$ cat src/rtl/issue_scoreboard_pkg.sv
`default_nettype none
// ============================================================================
//  Module      : issue_scoreboard_pkg
//  Description : Shared types and sizing for the decode-stage hazard
//                scoreboard. Holds the operand struct types, the register,
//                predicate and FU file sizes, and the stall_cause bit layout.
//  Revision    : 1.0 - initial multi-writeback release
// ============================================================================
package issue_scoreboard_pkg;

    localparam int REG_ADDR_SIZE     = 4;
    localparam int PRED_ADDR_SIZE    = 2;
    localparam int FUNC_UNIT_OP_SIZE = 3;
    localparam int NUM_WB_PORTS      = 2;

    localparam int REG_FILE_SIZE  = 1 << REG_ADDR_SIZE;
    localparam int PRED_FILE_SIZE = 1 << PRED_ADDR_SIZE;
    localparam int NUM_FUNC_UNITS = 1 << FUNC_UNIT_OP_SIZE;

    // stall_cause bit positions
    localparam int c_CAUSE_SRC_RAW  = 0;
    localparam int c_CAUSE_DEST_WAW = 1;
    localparam int c_CAUSE_PEND_OVF = 2;
    localparam int c_CAUSE_FU       = 3;

    typedef struct packed {
        logic [REG_ADDR_SIZE-1:0] addr;
        logic                     valid;
    } reg_operand_t;

    typedef struct packed {
        logic [PRED_ADDR_SIZE-1:0] addr;
        logic                      valid;
    } pred_operand_t;

endpackage
`default_nettype wire

$ cat src/rtl/issue_scoreboard_if.sv
`default_nettype none
// ============================================================================
//  Module      : issue_scoreboard_if
//  Description : Decode/execute <-> scoreboard bundle.
//                master : decode + execute side (drives the instruction,
//                         writeback strobes and FU-done returns)
//                slave  : the scoreboard (drives ready, stall and error status)
//  Revision    : 1.0 - initial multi-writeback release
// ============================================================================
interface issue_scoreboard_if;
    import issue_scoreboard_pkg::*;

    logic                                   issue_valid;
    logic                                   issue_ready;
    logic                                   pred_ins;
    logic [PRED_ADDR_SIZE-1:0]              pred_addr;
    reg_operand_t                           reg_dest;
    reg_operand_t                           reg_src1;
    reg_operand_t                           reg_src2;
    pred_operand_t                          pred_dest;
    pred_operand_t                          pred_src1;
    pred_operand_t                          pred_src2;
    logic [FUNC_UNIT_OP_SIZE-1:0]           func_unit;
    logic [NUM_WB_PORTS-1:0]                wr_reg;
    logic [NUM_WB_PORTS*REG_ADDR_SIZE-1:0]  wr_reg_addr;
    logic [NUM_WB_PORTS-1:0]                wr_pred;
    logic [NUM_WB_PORTS*PRED_ADDR_SIZE-1:0] wr_pred_addr;
    logic [NUM_FUNC_UNITS-1:0]              fu_done;
    logic                                   predicate_valid;
    logic                                   resource_stall;
    logic [3:0]                             stall_cause;
    logic                                   sb_error;

    modport master (
        output issue_valid, pred_ins, pred_addr,
        output reg_dest, reg_src1, reg_src2,
        output pred_dest, pred_src1, pred_src2, func_unit,
        output wr_reg, wr_reg_addr, wr_pred, wr_pred_addr, fu_done,
        input  issue_ready, predicate_valid, resource_stall, stall_cause, sb_error
    );

    modport slave (
        input  issue_valid, pred_ins, pred_addr,
        input  reg_dest, reg_src1, reg_src2,
        input  pred_dest, pred_src1, pred_src2, func_unit,
        input  wr_reg, wr_reg_addr, wr_pred, wr_pred_addr, fu_done,
        output issue_ready, predicate_valid, resource_stall, stall_cause, sb_error
    );

endinterface
`default_nettype wire

$ cat src/rtl/issue_scoreboard_pend_counter_file.sv
`default_nettype none
// ============================================================================
//  Module      : pend_counter_file
//  Description : One saturating-at-zero pending-write counter per register.
//                Ports: clk, reset (async, active-low), i_inc/i_inc_addr
//                (one issue increment), i_wb/i_wb_addr (packed writeback
//                ports, port 0 in LSBs), o_pending (count != 0),
//                o_clear_now (this cycle's writebacks drain the count),
//                o_full (count at maximum), o_err (underflow pulse).
//  Revision    : 1.0 - initial multi-writeback release
// ============================================================================
module pend_counter_file #(
    parameter int ADDR_SIZE    = 4,
    parameter int CNT_WIDTH    = 2,
    parameter int NUM_WB_PORTS = 2
) (
    input  wire logic                              clk,
    input  wire logic                              reset,
    input  wire logic                              i_inc,
    input  wire logic [ADDR_SIZE-1:0]              i_inc_addr,
    input  wire logic [NUM_WB_PORTS-1:0]           i_wb,
    input  wire logic [NUM_WB_PORTS*ADDR_SIZE-1:0] i_wb_addr,
    output wire logic [(1<<ADDR_SIZE)-1:0]         o_pending,
    output wire logic [(1<<ADDR_SIZE)-1:0]         o_clear_now,
    output wire logic [(1<<ADDR_SIZE)-1:0]         o_full,
    output wire logic                              o_err
);
    localparam int c_SIZE  = 1 << ADDR_SIZE;
    localparam int c_DEC_W = $clog2(NUM_WB_PORTS + 1);
    localparam int c_SUM_W = ((CNT_WIDTH > c_DEC_W) ? CNT_WIDTH : c_DEC_W) + 1;

    wire [c_SIZE-1:0] w_underflow;

    for (genvar e = 0; e < c_SIZE; e++) begin : g_entry
        logic [CNT_WIDTH-1:0] r_cnt;
        logic [c_DEC_W-1:0]   w_dec;
        logic [c_SUM_W-1:0]   w_sum;
        logic [c_SUM_W-1:0]   w_dec_ext;
        logic                 w_inc;

        // Several writeback ports may retire writes to the same register.
        always_comb begin
            w_dec = '0;
            for (int p = 0; p < NUM_WB_PORTS; p++) begin
                if (i_wb[p] && (i_wb_addr[p*ADDR_SIZE +: ADDR_SIZE] == ADDR_SIZE'(e))) begin
                    w_dec = w_dec + c_DEC_W'(1);
                end
            end
        end

        assign w_inc       = i_inc && (i_inc_addr == ADDR_SIZE'(e));
        assign w_sum       = c_SUM_W'(r_cnt) + c_SUM_W'(w_inc);
        assign w_dec_ext   = c_SUM_W'(w_dec);
        assign w_underflow[e] = w_dec_ext > w_sum;

        assign o_pending[e]   = (r_cnt != '0);
        // The issuing instruction's own increment is excluded: it reads its
        // sources before its destination write exists, and excluding it keeps
        // the ready path free of a combinational loop through fire.
        assign o_clear_now[e] = (w_dec_ext >= c_SUM_W'(r_cnt));
        assign o_full[e]      = (r_cnt == {CNT_WIDTH{1'b1}});

        always_ff @(posedge clk or negedge reset) begin
            if (!reset) begin
                r_cnt <= '0;
            end else if (w_underflow[e]) begin
                r_cnt <= '0;
            end else begin
                r_cnt <= CNT_WIDTH'(w_sum - w_dec_ext);
            end
        end
    end

    assign o_err = |w_underflow;

endmodule
`default_nettype wire

$ cat src/rtl/issue_scoreboard.sv
`default_nettype none
// ============================================================================
//  Module      : issue_scoreboard
//  Description : Decode-stage hazard scoreboard. Tracks pending GPR and
//                predicate writes and per-FU credits, and gates issue through
//                a valid/ready handshake with a zero-cycle decision.
//                Ports: clk, reset (async, active-low), sb (slave modport
//                carrying instruction, writeback, FU-done and status signals).
//  Revision    : 1.0 - initial multi-writeback release
// ============================================================================
module issue_scoreboard
    import issue_scoreboard_pkg::*;
#(
    parameter int PEND_CNT_WIDTH = 2,
    parameter int FU_CREDITS     = 1,
    parameter int CREDIT_WIDTH   = 2,
    parameter int WB_BYPASS      = 1
) (
    input  wire logic         clk,
    input  wire logic         reset,
    issue_scoreboard_if.slave sb
);
    localparam int c_CW1 = CREDIT_WIDTH + 1;
    localparam logic [CREDIT_WIDTH:0] c_CREDIT_MAX = c_CW1'(FU_CREDITS);

    wire  [REG_FILE_SIZE-1:0]  w_reg_pending, w_reg_clear, w_reg_full;
    wire  [PRED_FILE_SIZE-1:0] w_pred_pending, w_pred_clear, w_pred_full;
    logic [REG_FILE_SIZE-1:0]  w_reg_busy;
    logic [PRED_FILE_SIZE-1:0] w_pred_busy;
    wire  [NUM_FUNC_UNITS-1:0] w_fu_empty, w_fu_err;
    wire                       w_reg_err, w_pred_err;
    logic                      w_src_raw, w_dest_waw, w_pend_ovf, w_fu_stall;
    logic                      w_ready, w_fire;
    logic                      r_sb_error;

    pend_counter_file #(
        .ADDR_SIZE    (REG_ADDR_SIZE),
        .CNT_WIDTH    (PEND_CNT_WIDTH),
        .NUM_WB_PORTS (NUM_WB_PORTS)
    ) u_reg_pend (
        .clk         (clk),
        .reset       (reset),
        .i_inc       (w_fire && sb.reg_dest.valid),
        .i_inc_addr  (sb.reg_dest.addr),
        .i_wb        (sb.wr_reg),
        .i_wb_addr   (sb.wr_reg_addr),
        .o_pending   (w_reg_pending),
        .o_clear_now (w_reg_clear),
        .o_full      (w_reg_full),
        .o_err       (w_reg_err)
    );

    pend_counter_file #(
        .ADDR_SIZE    (PRED_ADDR_SIZE),
        .CNT_WIDTH    (PEND_CNT_WIDTH),
        .NUM_WB_PORTS (NUM_WB_PORTS)
    ) u_pred_pend (
        .clk         (clk),
        .reset       (reset),
        .i_inc       (w_fire && sb.pred_dest.valid),
        .i_inc_addr  (sb.pred_dest.addr),
        .i_wb        (sb.wr_pred),
        .i_wb_addr   (sb.wr_pred_addr),
        .o_pending   (w_pred_pending),
        .o_clear_now (w_pred_clear),
        .o_full      (w_pred_full),
        .o_err       (w_pred_err)
    );

    // Source-side view: a same-cycle writeback that drains the counter
    // releases the hazard when bypass is enabled.
    assign w_reg_busy  = (WB_BYPASS != 0) ? (w_reg_pending  & ~w_reg_clear)  : w_reg_pending;
    assign w_pred_busy = (WB_BYPASS != 0) ? (w_pred_pending & ~w_pred_clear) : w_pred_pending;

    assign w_src_raw  = (sb.reg_src1.valid  && w_reg_busy[sb.reg_src1.addr])
                     || (sb.reg_src2.valid  && w_reg_busy[sb.reg_src2.addr])
                     || (sb.pred_src1.valid && w_pred_busy[sb.pred_src1.addr])
                     || (sb.pred_src2.valid && w_pred_busy[sb.pred_src2.addr])
                     || (sb.pred_ins        && w_pred_busy[sb.pred_addr]);
    // Multiple outstanding writes are legal, so WAW is reported but never stalls.
    assign w_dest_waw = (sb.reg_dest.valid  && w_reg_pending[sb.reg_dest.addr])
                     || (sb.pred_dest.valid && w_pred_pending[sb.pred_dest.addr]);
    assign w_pend_ovf = (sb.reg_dest.valid  && w_reg_full[sb.reg_dest.addr])
                     || (sb.pred_dest.valid && w_pred_full[sb.pred_dest.addr]);
    // Credit check uses the registered count only; fu_done is not bypassed.
    assign w_fu_stall = w_fu_empty[sb.func_unit];

    assign w_ready = !(w_src_raw || w_pend_ovf || w_fu_stall);
    assign w_fire  = sb.issue_valid && w_ready;

    assign sb.issue_ready     = w_ready;
    assign sb.resource_stall  = sb.issue_valid && !w_ready;
    assign sb.predicate_valid = !w_pred_busy[sb.pred_addr];
    assign sb.sb_error        = r_sb_error;

    always_comb begin
        sb.stall_cause = '0;
        if (sb.issue_valid) begin
            sb.stall_cause[c_CAUSE_SRC_RAW]  = w_src_raw;
            sb.stall_cause[c_CAUSE_DEST_WAW] = w_dest_waw;
            sb.stall_cause[c_CAUSE_PEND_OVF] = w_pend_ovf;
            sb.stall_cause[c_CAUSE_FU]       = w_fu_stall;
        end
    end

    for (genvar u = 0; u < NUM_FUNC_UNITS; u++) begin : g_fu
        logic [CREDIT_WIDTH-1:0] r_credit;
        logic [CREDIT_WIDTH:0]   w_next;
        logic                    w_take;

        assign w_take = w_fire && (sb.func_unit == FUNC_UNIT_OP_SIZE'(u));
        // Never negative: a take requires a non-zero credit.
        assign w_next = {1'b0, r_credit} + c_CW1'(sb.fu_done[u]) - c_CW1'(w_take);
        assign w_fu_err[u]   = (w_next > c_CREDIT_MAX);
        assign w_fu_empty[u] = (r_credit == '0);

        always_ff @(posedge clk or negedge reset) begin
            if (!reset) begin
                r_credit <= CREDIT_WIDTH'(FU_CREDITS);
            end else if (!w_fu_err[u]) begin
                r_credit <= w_next[CREDIT_WIDTH-1:0];
            end
        end
    end

    always_ff @(posedge clk or negedge reset) begin
        if (!reset) begin
            r_sb_error <= 1'b0;
        end else if (w_reg_err || w_pred_err || (|w_fu_err)) begin
            r_sb_error <= 1'b1;
        end
    end

endmodule
`default_nettype wire

$ cat src/flat_wrapper.sv
// flat-port wrapper written by rule: the top's interface ports become plain ports
module issue_scoreboard_flat import issue_scoreboard_pkg::*;
#(
    parameter int PEND_CNT_WIDTH = 2,
    parameter int FU_CREDITS     = 1,
    parameter int CREDIT_WIDTH   = 2,
    parameter int WB_BYPASS      = 1
)
  (clk, reset, sb_issue_valid, sb_pred_ins, sb_pred_addr, sb_reg_dest, sb_reg_src1, sb_reg_src2, sb_pred_dest, sb_pred_src1, sb_pred_src2, sb_func_unit, sb_wr_reg, sb_wr_reg_addr, sb_wr_pred, sb_wr_pred_addr, sb_fu_done, sb_issue_ready, sb_predicate_valid, sb_resource_stall, sb_stall_cause, sb_sb_error);
  issue_scoreboard_if sb_i ();
  input  wire logic clk;
  input  wire logic reset;
  input wire logic [$bits(sb_i.issue_valid)-1:0] sb_issue_valid;
  input wire logic [$bits(sb_i.pred_ins)-1:0] sb_pred_ins;
  input wire logic [$bits(sb_i.pred_addr)-1:0] sb_pred_addr;
  input wire logic [$bits(sb_i.reg_dest)-1:0] sb_reg_dest;
  input wire logic [$bits(sb_i.reg_src1)-1:0] sb_reg_src1;
  input wire logic [$bits(sb_i.reg_src2)-1:0] sb_reg_src2;
  input wire logic [$bits(sb_i.pred_dest)-1:0] sb_pred_dest;
  input wire logic [$bits(sb_i.pred_src1)-1:0] sb_pred_src1;
  input wire logic [$bits(sb_i.pred_src2)-1:0] sb_pred_src2;
  input wire logic [$bits(sb_i.func_unit)-1:0] sb_func_unit;
  input wire logic [$bits(sb_i.wr_reg)-1:0] sb_wr_reg;
  input wire logic [$bits(sb_i.wr_reg_addr)-1:0] sb_wr_reg_addr;
  input wire logic [$bits(sb_i.wr_pred)-1:0] sb_wr_pred;
  input wire logic [$bits(sb_i.wr_pred_addr)-1:0] sb_wr_pred_addr;
  input wire logic [$bits(sb_i.fu_done)-1:0] sb_fu_done;
  output wire logic [$bits(sb_i.issue_ready)-1:0] sb_issue_ready;
  output wire logic [$bits(sb_i.predicate_valid)-1:0] sb_predicate_valid;
  output wire logic [$bits(sb_i.resource_stall)-1:0] sb_resource_stall;
  output wire logic [$bits(sb_i.stall_cause)-1:0] sb_stall_cause;
  output wire logic [$bits(sb_i.sb_error)-1:0] sb_sb_error;
  assign sb_i.issue_valid = sb_issue_valid;
  assign sb_i.pred_ins = sb_pred_ins;
  assign sb_i.pred_addr = sb_pred_addr;
  assign sb_i.reg_dest = sb_reg_dest;
  assign sb_i.reg_src1 = sb_reg_src1;
  assign sb_i.reg_src2 = sb_reg_src2;
  assign sb_i.pred_dest = sb_pred_dest;
  assign sb_i.pred_src1 = sb_pred_src1;
  assign sb_i.pred_src2 = sb_pred_src2;
  assign sb_i.func_unit = sb_func_unit;
  assign sb_i.wr_reg = sb_wr_reg;
  assign sb_i.wr_reg_addr = sb_wr_reg_addr;
  assign sb_i.wr_pred = sb_wr_pred;
  assign sb_i.wr_pred_addr = sb_wr_pred_addr;
  assign sb_i.fu_done = sb_fu_done;
  assign sb_issue_ready = sb_i.issue_ready;
  assign sb_predicate_valid = sb_i.predicate_valid;
  assign sb_resource_stall = sb_i.resource_stall;
  assign sb_stall_cause = sb_i.stall_cause;
  assign sb_sb_error = sb_i.sb_error;
  issue_scoreboard #(.PEND_CNT_WIDTH(PEND_CNT_WIDTH), .FU_CREDITS(FU_CREDITS), .CREDIT_WIDTH(CREDIT_WIDTH), .WB_BYPASS(WB_BYPASS)) u_core (.clk(clk), .reset(reset), .sb(sb_i));
endmodule
$ cat config.mk
export PLATFORM = sky130hd
export DESIGN_NAME = issue_scoreboard_flat
export DESIGN_NICKNAME = d
export VERILOG_FILES = /design/src/rtl/issue_scoreboard_pkg.sv /design/src/rtl/issue_scoreboard_if.sv /design/src/rtl/issue_scoreboard_pend_counter_file.sv /design/src/rtl/issue_scoreboard.sv /design/src/flat_wrapper.sv
export SDC_FILE = /design/constraint.sdc
export NUM_CORES = 1
export LEC_CHECK = 0
export BUFFER_PORTS_ARGS = -buffer_cell sky130_fd_sc_hd__buf_4
export CORE_MARGIN = 4
export CORE_UTILIZATION = 43
export DETAILED_ROUTE_END_ITERATION = 6
export PLACE_DENSITY = 0.7
export REMOVE_ABC_BUFFERS = 1
export SLEW_MARGIN = 5
export SYNTH_ARGS = -nofsm -noshare
export SYNTH_HDL_FRONTEND = slang
export SYNTH_SLANG_ARGS = --single-unit
export TNS_END_PERCENT = 20
$ cat constraint.sdc
create_clock -name clk -period 5.24 [get_ports clk]
set_clock_uncertainty 0.15 [all_clocks]
set_input_delay 0.524 -clock clk [delete_from_list [all_inputs] [get_ports clk]]
set_output_delay 0.524 -clock clk [all_outputs]
set_load 0.1 [all_outputs]
# Word level (Yosys, flattened, before mapping)
# Index checks and enable logic that the tools add are counted.
# W data, S select, Z words.
# word_totals
inputBits	57
wordCells	458
output_inout_bits	8
ff_bits	57
# op_classes
addsub	76
mux	81
n_reduce_logical	131
eq_ne	81
bitwise_logic	4
n_lt_le_gt_ge	56
# op_table
cell	count
$eq A4 B4 Y1 const B	24
$add A2 B1 Y3	28
$logic_and A1 B1 Y1	81
$mux W2	40
$gt A2 B3 Y1	20
$eq A2 B2 Y1 const B	26
$eq A4 B3 Y1 const B	12
$add A2 B1 Y2 const B	20
$ge A2 B2 Y1	20
$reduce_bool A2 Y1	20
$sub A2 B2 Y2	20
$mux W1	30
$eq A4 B2 Y1 const B	6
$gt A3 B1 Y1 const B	8
$sub A3 B1 Y3	8
$logic_not A2 Y1	11
$and A16 B16 Y16	1
$bmux W1 S4	4
$not A16 Y16	1
$reduce_or A16 Y1	1
$lt A4 B5 Y1 const B	3
$eq A3 B3 Y1 const B	4
$eq A4 B1 Y1 const B	3
$logic_not A4 Y1	3
15 further kinds	35

# Logic depth before layout (Yosys ltp)
# logic_depth
depth_word	26
ltp_mapped	26
mapped_depth_nobuf	25

# Hierarchy
# From an unflattened synthesis, not the netlist that was laid out.
# unflattened
cells_unflattened	821
area_unflattened_um2	7309.5
# by_module_without_submodules
module	seq_area_each_um2	cells_per_inst	area_each_um2	n_inst
pend_counter_file (u_core.u_reg_pend)	800.8	473	4063.9	1
issue_scoreboard	435.4	236	2242.2	1
pend_counter_file (u_core.u_pred_pend)	200.2	112	1003.5	1

# Worst setup path after synthesis
# Ideal clock, no wire load.
# synth_timing
path_type	input to register
start	input sb_wr_pred[0]
end	register u_core.r_sb_error (netlist: u_core.sb.sb_error)
setup_time_ps	139
slack_ps	112
path_buffers	1
path_stages	24
arrival_ps	4839
required_time_ps	4951
cell_sequence	and3b_1 ha_1 inv_1 ha_1 nand2b_1 a2111oi_0 a31o_2 a22oi_1 nor3b_1 and4_1 o311ai_4 buf_6 nor4_1 ha_1 inv_1 ha_1 fa_1 nor2_1 nand4_1 a21oi_1 nand4_1 nor3_1 nand4b_1 or4_1
# synth_between
elab_cells_between_ends	129
classes_between	add/sub (32); order compare (32); mux (14); bitwise (2); reduce/logical (49)
# synth_lines
item	line	rtl
from (decl)	flat_wrapper.sv:25	input wire logic [$bits(sb_i.wr_pred)-1:0] sb_wr_pred;
$logic_and A1 B1 Y1	issue_scoreboard_pend_counter_file.sv:45	if (i_wb[p] && (i_wb_addr[p*ADDR_SIZE +: ADDR_SIZE] == ADDR_SIZE'(e))) begin
$mux W1	issue_scoreboard_pend_counter_file.sv:45	
$add A2 B1 Y2	issue_scoreboard_pend_counter_file.sv:46	w_dec = w_dec + c_DEC_W'(1);
$mux W2	issue_scoreboard_pend_counter_file.sv:45	
$ge A2 B2 Y1	issue_scoreboard_pend_counter_file.sv:60	assign o_clear_now[e] = (w_dec_ext >= c_SUM_W'(r_cnt));
$not A4 Y4 (*)	issue_scoreboard.sv:73	assign w_pred_busy = (WB_BYPASS != 0) ? (w_pred_pending & ~w_pred_clear) : w_pred_pending;
$and A4 B4 Y4 (*)	issue_scoreboard.sv:73	
$bmux W1 S2	issue_scoreboard.sv:77	|| (sb.pred_src1.valid && w_pred_busy[sb.pred_src1.addr])
(+7 left out)	--	
$logic_not A1 Y1 (*)	issue_scoreboard.sv:88	assign w_ready = !(w_src_raw || w_pend_ovf || w_fu_stall);
$logic_and A1 B1 Y1 (*)	issue_scoreboard.sv:89	assign w_fire = sb.issue_valid && w_ready;
$logic_and A1 B1 Y1 (*)	issue_scoreboard.sv:111	assign w_take = w_fire && (sb.func_unit == FUNC_UNIT_OP_SIZE'(u));
$sub A3 B1 Y3 (*)	issue_scoreboard.sv:113	assign w_next = {1'b0, r_credit} + c_CW1'(sb.fu_done[u]) - c_CW1'(w_take);
net u_core.g_fu[0].w_next[1]	issue_scoreboard.sv:108	logic [CREDIT_WIDTH:0] w_next;
$gt A3 B1 Y1 (*)	issue_scoreboard.sv:114	assign w_fu_err[u] = (w_next > c_CREDIT_MAX);
$reduce_or A8 Y1 (*)	issue_scoreboard.sv:129	end else if (w_reg_err || w_pred_err || (|w_fu_err)) begin
$logic_or A1 B1 Y1 (*)	issue_scoreboard.sv:129	
to (signal assigned)	issue_scoreboard.sv:128	r_sb_error <= 1'b0;
to (signal assigned)	issue_scoreboard.sv:130	r_sb_error <= 1'b1;
to (decl)	issue_scoreboard.sv:34	logic r_sb_error;
# The timed path passes the listed nets; every way through them passes the cells marked *. The select of a mux whose other input is x is not followed.
# A chain may end at the register's enable or synchronous reset.

# Worst setup path in the final report
# layout_timing
start	input sb_wr_pred_addr[2]
end	register u_core.r_sb_error (netlist: u_core.sb.sb_error)
# layout_between
elab_cells_between_ends	125
classes_between	add/sub (28); order compare (32); eq/ne (3); mux (10); bitwise (2); reduce/logical (50)
# layout_lines
item	line	rtl
from (decl)	flat_wrapper.sv:26	input wire logic [$bits(sb_i.wr_pred_addr)-1:0] sb_wr_pred_addr;
$eq A2 B1 Y1, or another cell as far along	issue_scoreboard_pend_counter_file.sv:45	
$logic_and A1 B1 Y1	issue_scoreboard_pend_counter_file.sv:45	
$mux W2	issue_scoreboard_pend_counter_file.sv:45	
$ge A2 B2 Y1	issue_scoreboard_pend_counter_file.sv:60	
$not A4 Y4 (*)	issue_scoreboard.sv:73	
$and A4 B4 Y4 (*)	issue_scoreboard.sv:73	
$bmux W1 S2	issue_scoreboard.sv:77	
$mux W1 (implied by the code)	issue_scoreboard.sv:77	
(+6 left out)	--	
$logic_not A1 Y1 (*)	issue_scoreboard.sv:88	
$logic_and A1 B1 Y1 (*)	issue_scoreboard.sv:89	
$logic_and A1 B1 Y1 (*)	issue_scoreboard.sv:111	
$sub A3 B1 Y3 (*)	issue_scoreboard.sv:113	
net u_core.g_fu[5].w_next[1]	issue_scoreboard.sv:108	
$gt A3 B1 Y1 (*)	issue_scoreboard.sv:114	
$reduce_or A8 Y1 (*)	issue_scoreboard.sv:129	
$logic_or A1 B1 Y1 (*)	issue_scoreboard.sv:129	
# Marked as above.

==> impl_metrics.prom <==
# TYPE chip_impl_metric gauge
chip_impl_info{name="outcome",value="finished, final reports clean"} 1
chip_impl_info{name="synth-main-ff-cell",value="dfrtp_1"} 1
chip_impl_metric{name="global_route_wire_length_before_repair",unit="um"} 34900
chip_impl_metric{name="critPathArrivalTime",unit="ns"} 5.22
chip_impl_metric{name="antenna_violations_before_repair",unit=""} 0
chip_impl_metric{name="area_of_combinational_cells_with_multiple_inputs",unit="um^2"} 5650
chip_impl_metric{name="routed-via-count",unit=""} 7570
chip_impl_metric{name="gp_routability_congestion",unit=""} 0.988
chip_impl_info{name="clockRootBuffer",value="clkbuf_16"} 1
chip_impl_info{name="timing.critical_path.from_type",value="primary input"} 1
chip_impl_metric{name="yosysWarningCount",unit=""} 0
chip_impl_metric{name="max_cap_viol_count",unit=""} 0
chip_impl_metric{name="synth-edff-count",unit=""} 0
chip_impl_metric{name="avgViaCountPerCell",unit=""} 5.75
chip_impl_metric{name="clkTransAtPathRegs",unit="ns"} 0.06
chip_impl_info{name="hold_path_class",value="in -> async"} 1
chip_impl_metric{name="design.die.area",unit="um^2"} 18400
chip_impl_metric{name="die_h",unit="um"} 136
chip_impl_metric{name="place.detailed.hpwl",unit="um"} 17300
chip_impl_metric{name="seq_area",unit="um^2"} 1440
chip_impl_metric{name="synth-adder-area-share",unit="%"} 21.7
chip_impl_info{name="synth.cells.most_frequent",value="136 x nor2_1, 96 x ha_1, 85 x nand2_1"} 1
chip_impl_metric{name="clock_latency",unit="ns"} 0.34
chip_impl_metric{name="hold-worst-slack",unit="ns"} 0.110
chip_impl_metric{name="finalCriticalPeriod",unit="ns"} 5.16
chip_impl_metric{name="drt-total-wl",unit="um"} 22300
chip_impl_metric{name="number_of_nets_at_the_end_of_the_flow",unit=""} 1256
chip_impl_metric{name="die_width",unit="um"} 136
chip_impl_metric{name="synth_top_area_share",unit="%"} 17.5
chip_impl_metric{name="drt.antenna.violating_nets",unit=""} 0
chip_impl_metric{name="fillers",unit=""} 1384
chip_impl_metric{name="cellPowerDensity",unit="nW/um^2"} 367
chip_impl_metric{name="report.final.hold_viol_count",unit=""} 0
chip_impl_metric{name="critical_path_peak_fanout",unit=""} 5
chip_impl_metric{name="post_synth_inst_count",unit=""} 902
chip_impl_metric{name="static-leakage-power",unit="nW"} 4.27
chip_impl_metric{name="dr.pass1.iters",unit=""} 5
chip_impl_info{name="timing.critical_path.to_type",value="flip-flop"} 1
chip_impl_metric{name="bufs_on_longest_clock_path",unit=""} 2
chip_impl_metric{name="finalSetupViolCount",unit=""} 0
chip_impl_metric{name="placement_rows",unit=""} 46
chip_impl_metric{name="initial_core_util",unit="%"} 44.1
chip_impl_metric{name="wl_per_cell",unit="um"} 17.0
chip_impl_metric{name="antenna_diode_instance_count",unit=""} 0
chip_impl_metric{name="portion_of_netlist_area_occupied_by_mux_cells",unit="%"} 0.784
chip_impl_metric{name="design.portCount",unit=""} 65
chip_impl_metric{name="post_synth_xor_area_fraction",unit="%"} 5.49
chip_impl_metric{name="actual_transition_at_the_worst_max_transition_pin",unit="ns"} 0.787
chip_impl_info{name="cell_with_the_most_instances_after_synthesis",value="nor2_1"} 1
chip_impl_metric{name="async_flop_share",unit="%"} 100
chip_impl_metric{name="postSynthAreaPerCell",unit="um^2"} 7.79
chip_impl_metric{name="placeableCoreArea",unit="um^2"} 15900
chip_impl_metric{name="netlist-cell-type-count",unit=""} 76
chip_impl_metric{name="place_worst_setup_slack",unit="ns"} -0.666
chip_impl_metric{name="ctsHoldBuffers",unit=""} 0
chip_impl_metric{name="max-slew-margin-rel",unit="%"} 47.5
chip_impl_metric{name="detail_route.iter0.violations",unit=""} 475
chip_impl_metric{name="vdd_drop_max",unit="V"} 0.000211
chip_impl_metric{name="number_of_global_route_vias_before_repair",unit=""} 7120
chip_impl_info{name="rsz0062_at_grt",value="yes"} 1
chip_impl_metric{name="max_freq",unit="MHz"} 194
chip_impl_metric{name="yosys.area_share.simple",unit="%"} 27.9
chip_impl_metric{name="crit_required",unit="ns"} 5.29
chip_impl_metric{name="area.growth.synth_to_final",unit="%"} 36.9
chip_impl_metric{name="cts_made_buffers",unit=""} 9
chip_impl_info{name="synth_top_family_by_area",value="simple AND/OR/NAND/NOR gates"} 1
chip_impl_metric{name="port-buffer-count",unit=""} 64
chip_impl_metric{name="drc",unit=""} 0
chip_impl_metric{name="grt_start_max_net_pins",unit=""} 58
chip_impl_metric{name="h-tree-depth",unit=""} 3
chip_impl_info{name="timing_worst_setup_path_type",value="in -> reg"} 1
chip_impl_metric{name="layout_worst_path_cycle_share",unit="%"} 98.5
chip_impl_metric{name="timing.final.ws_setup",unit="ns"} 0.0762
chip_impl_metric{name="slew_viol_final",unit=""} 0
chip_impl_metric{name="synth.yosys.seq_area_share",unit="%"} 20.5
chip_impl_metric{name="final_layout_size_suffix_gt1_share",unit="%"} 30.2
chip_impl_metric{name="yosys_register_bits",unit=""} 57
chip_impl_metric{name="reg2regPathDepth",unit=""} 21
chip_impl_info{name="tritoncts",value="done"} 1
chip_impl_metric{name="global_route.usage.total",unit="%"} 23.8
chip_impl_metric{name="grt-ovfl-total",unit=""} 0
chip_impl_info{name="post_synth_top_area_cell",value="dfrtp_1"} 1
chip_impl_metric{name="layout.core_utilization",unit="%"} 60.3
chip_impl_info{name="post_synth_main_area_contributors",value="dfrtp_1 17%, ha_1 17%, nor2_1 7.3%"} 1
chip_impl_metric{name="post_synth_instance_area",unit="um^2"} 7020
chip_impl_metric{name="synth_compound_area_share",unit="%"} 17.1
chip_impl_metric{name="clock-sinks",unit=""} 57
[routing by layer]
layer  GRT usage [%]  wire length (um)  vias up  part of all wire [%]
li1                -                 -     3629                     -
met1            31.0              9520     3557                    43
met2            39.0             10200      316                    46
met3            5.53              1790       68                   8.0
met4            8.06               810        0                   3.6
met5               0                 0        -                     0
[final timing paths]
check | from | slack [ns] | end
max in group asynchronous | reset | 4.30 | u_core.u_reg_pend.g_entry[2].r_cnt[0]$_DFF_PN0_
hold reg to reg | u_core.g_fu[4].r_credit[0]$_DFFE_PN1N_ | 0.37 | u_core.g_fu[4].r_credit[0]$_DFFE_PN1N_
setup reg to reg | u_core.u_reg_pend.g_entry[1].r_cnt[1]$_DFF_PN0_ | 0.32 | u_core.sb.sb_error$_DFFE_PN0P_
min in group clk | sb_fu_done[1] | 0.36 | u_core.g_fu[1].r_credit[0]$_DFFE_PN1N_
hold / removal | reset | 0.11 | u_core.g_fu[4].r_credit[1]$_DFFE_PN0N_
setup / recovery | sb_wr_pred_addr[2] | 0.08 | u_core.sb.sb_error$_DFFE_PN0P_
[stage by stage]
stage / instances / area [um^2] / setup TNS [ns] / power [W]
after floorplan: 865 / 6820 / 0 / 0.00188
after global placement: 1290 / 8690 / -0.699 / 0.00257
after detailed placement: 1290 / 8690 / -1.04 / 0.00262
after CTS: 1312 / 9250 / 0 / 0.00335
after global routing: 1316 / 9620 / -0.0849 / 0.00377
final: 1316 / 9620 / 0 / 0.00353
[placed cells by master (no fill, tap or decap), types with 24 or more instances in the layout]
cell type and instances:
xnor2_1 32, o21ai_0 34, a21oi_1 39, nor2_1 128, nand3_1 24, nand2_1 85, dfrtp_1 49, inv_1 68
buf_4 208, ha_1 84
[critical path: stages]
cell       delay [ns]
buf_6            0.10
and3b_2          0.23
ha_4             0.28
inv_4            0.04
ha_4             0.24
nand2b_4         0.13
a2111oi_4        0.06
a31o_2           0.23
a22oi_2          0.16
nor3b_4          0.24
and4_4           0.28
buf_6            0.11
o311ai_4         0.13
nor4_2           0.31
ha_1             0.27
inv_1            0.06
ha_2             0.17
fa_2             0.47
nor2_4           0.12
nand4_1          0.14
a21oi_2          0.15
nand4_1          0.10
nor3_2           0.13
nand4b_1         0.11
or4_1            0.41
[state kept, by name, indices dropped and copies added (netlist names)]
register / count
u_core.g_fu.r_credit: 16
u_core.u_pred_pend.g_entry.r_cnt: 8
u_core.u_reg_pend.g_entry.r_cnt: 32
u_core.sb.sb_error: 1
[where the power goes]
| part | switching [W] | internal, W |
|---|---|---|
| combinational | 0.00116 | 0.000966 |
| sequential | 0.000172 | 0.000610 |
| clock | 0.000233 | 0.000380 |
[cells by family after synthesis]
logic type | Yosys count
and+or+nand+nor | 394
xor gates and xnor gates | 44
muxes | 4
adders and majority gates | 120
buffers and inverters | 106
AOI/OAI and AO/OA | 177
DFF | 57
[what timing repair did]
action                                  4_1_cts  5_1_grt
setup buffers                                 5        5
gates resized for setup                      34       61
gates cloned                                  1        0
endpoints found under the setup margin        1        3
pin swaps                                    16       43
[cell type report]
type                    instances  share of cell area [%]
clock buffers                  11                    2.52
clock inverters                 5                   0.585
inverters                      69                    2.72
multi-input cells             740                    58.8
flip-flops and latches         57                    14.9
well taps                     216                    2.81
repair buffers                218                    17.6
Power figures use the tool's default switching activity.
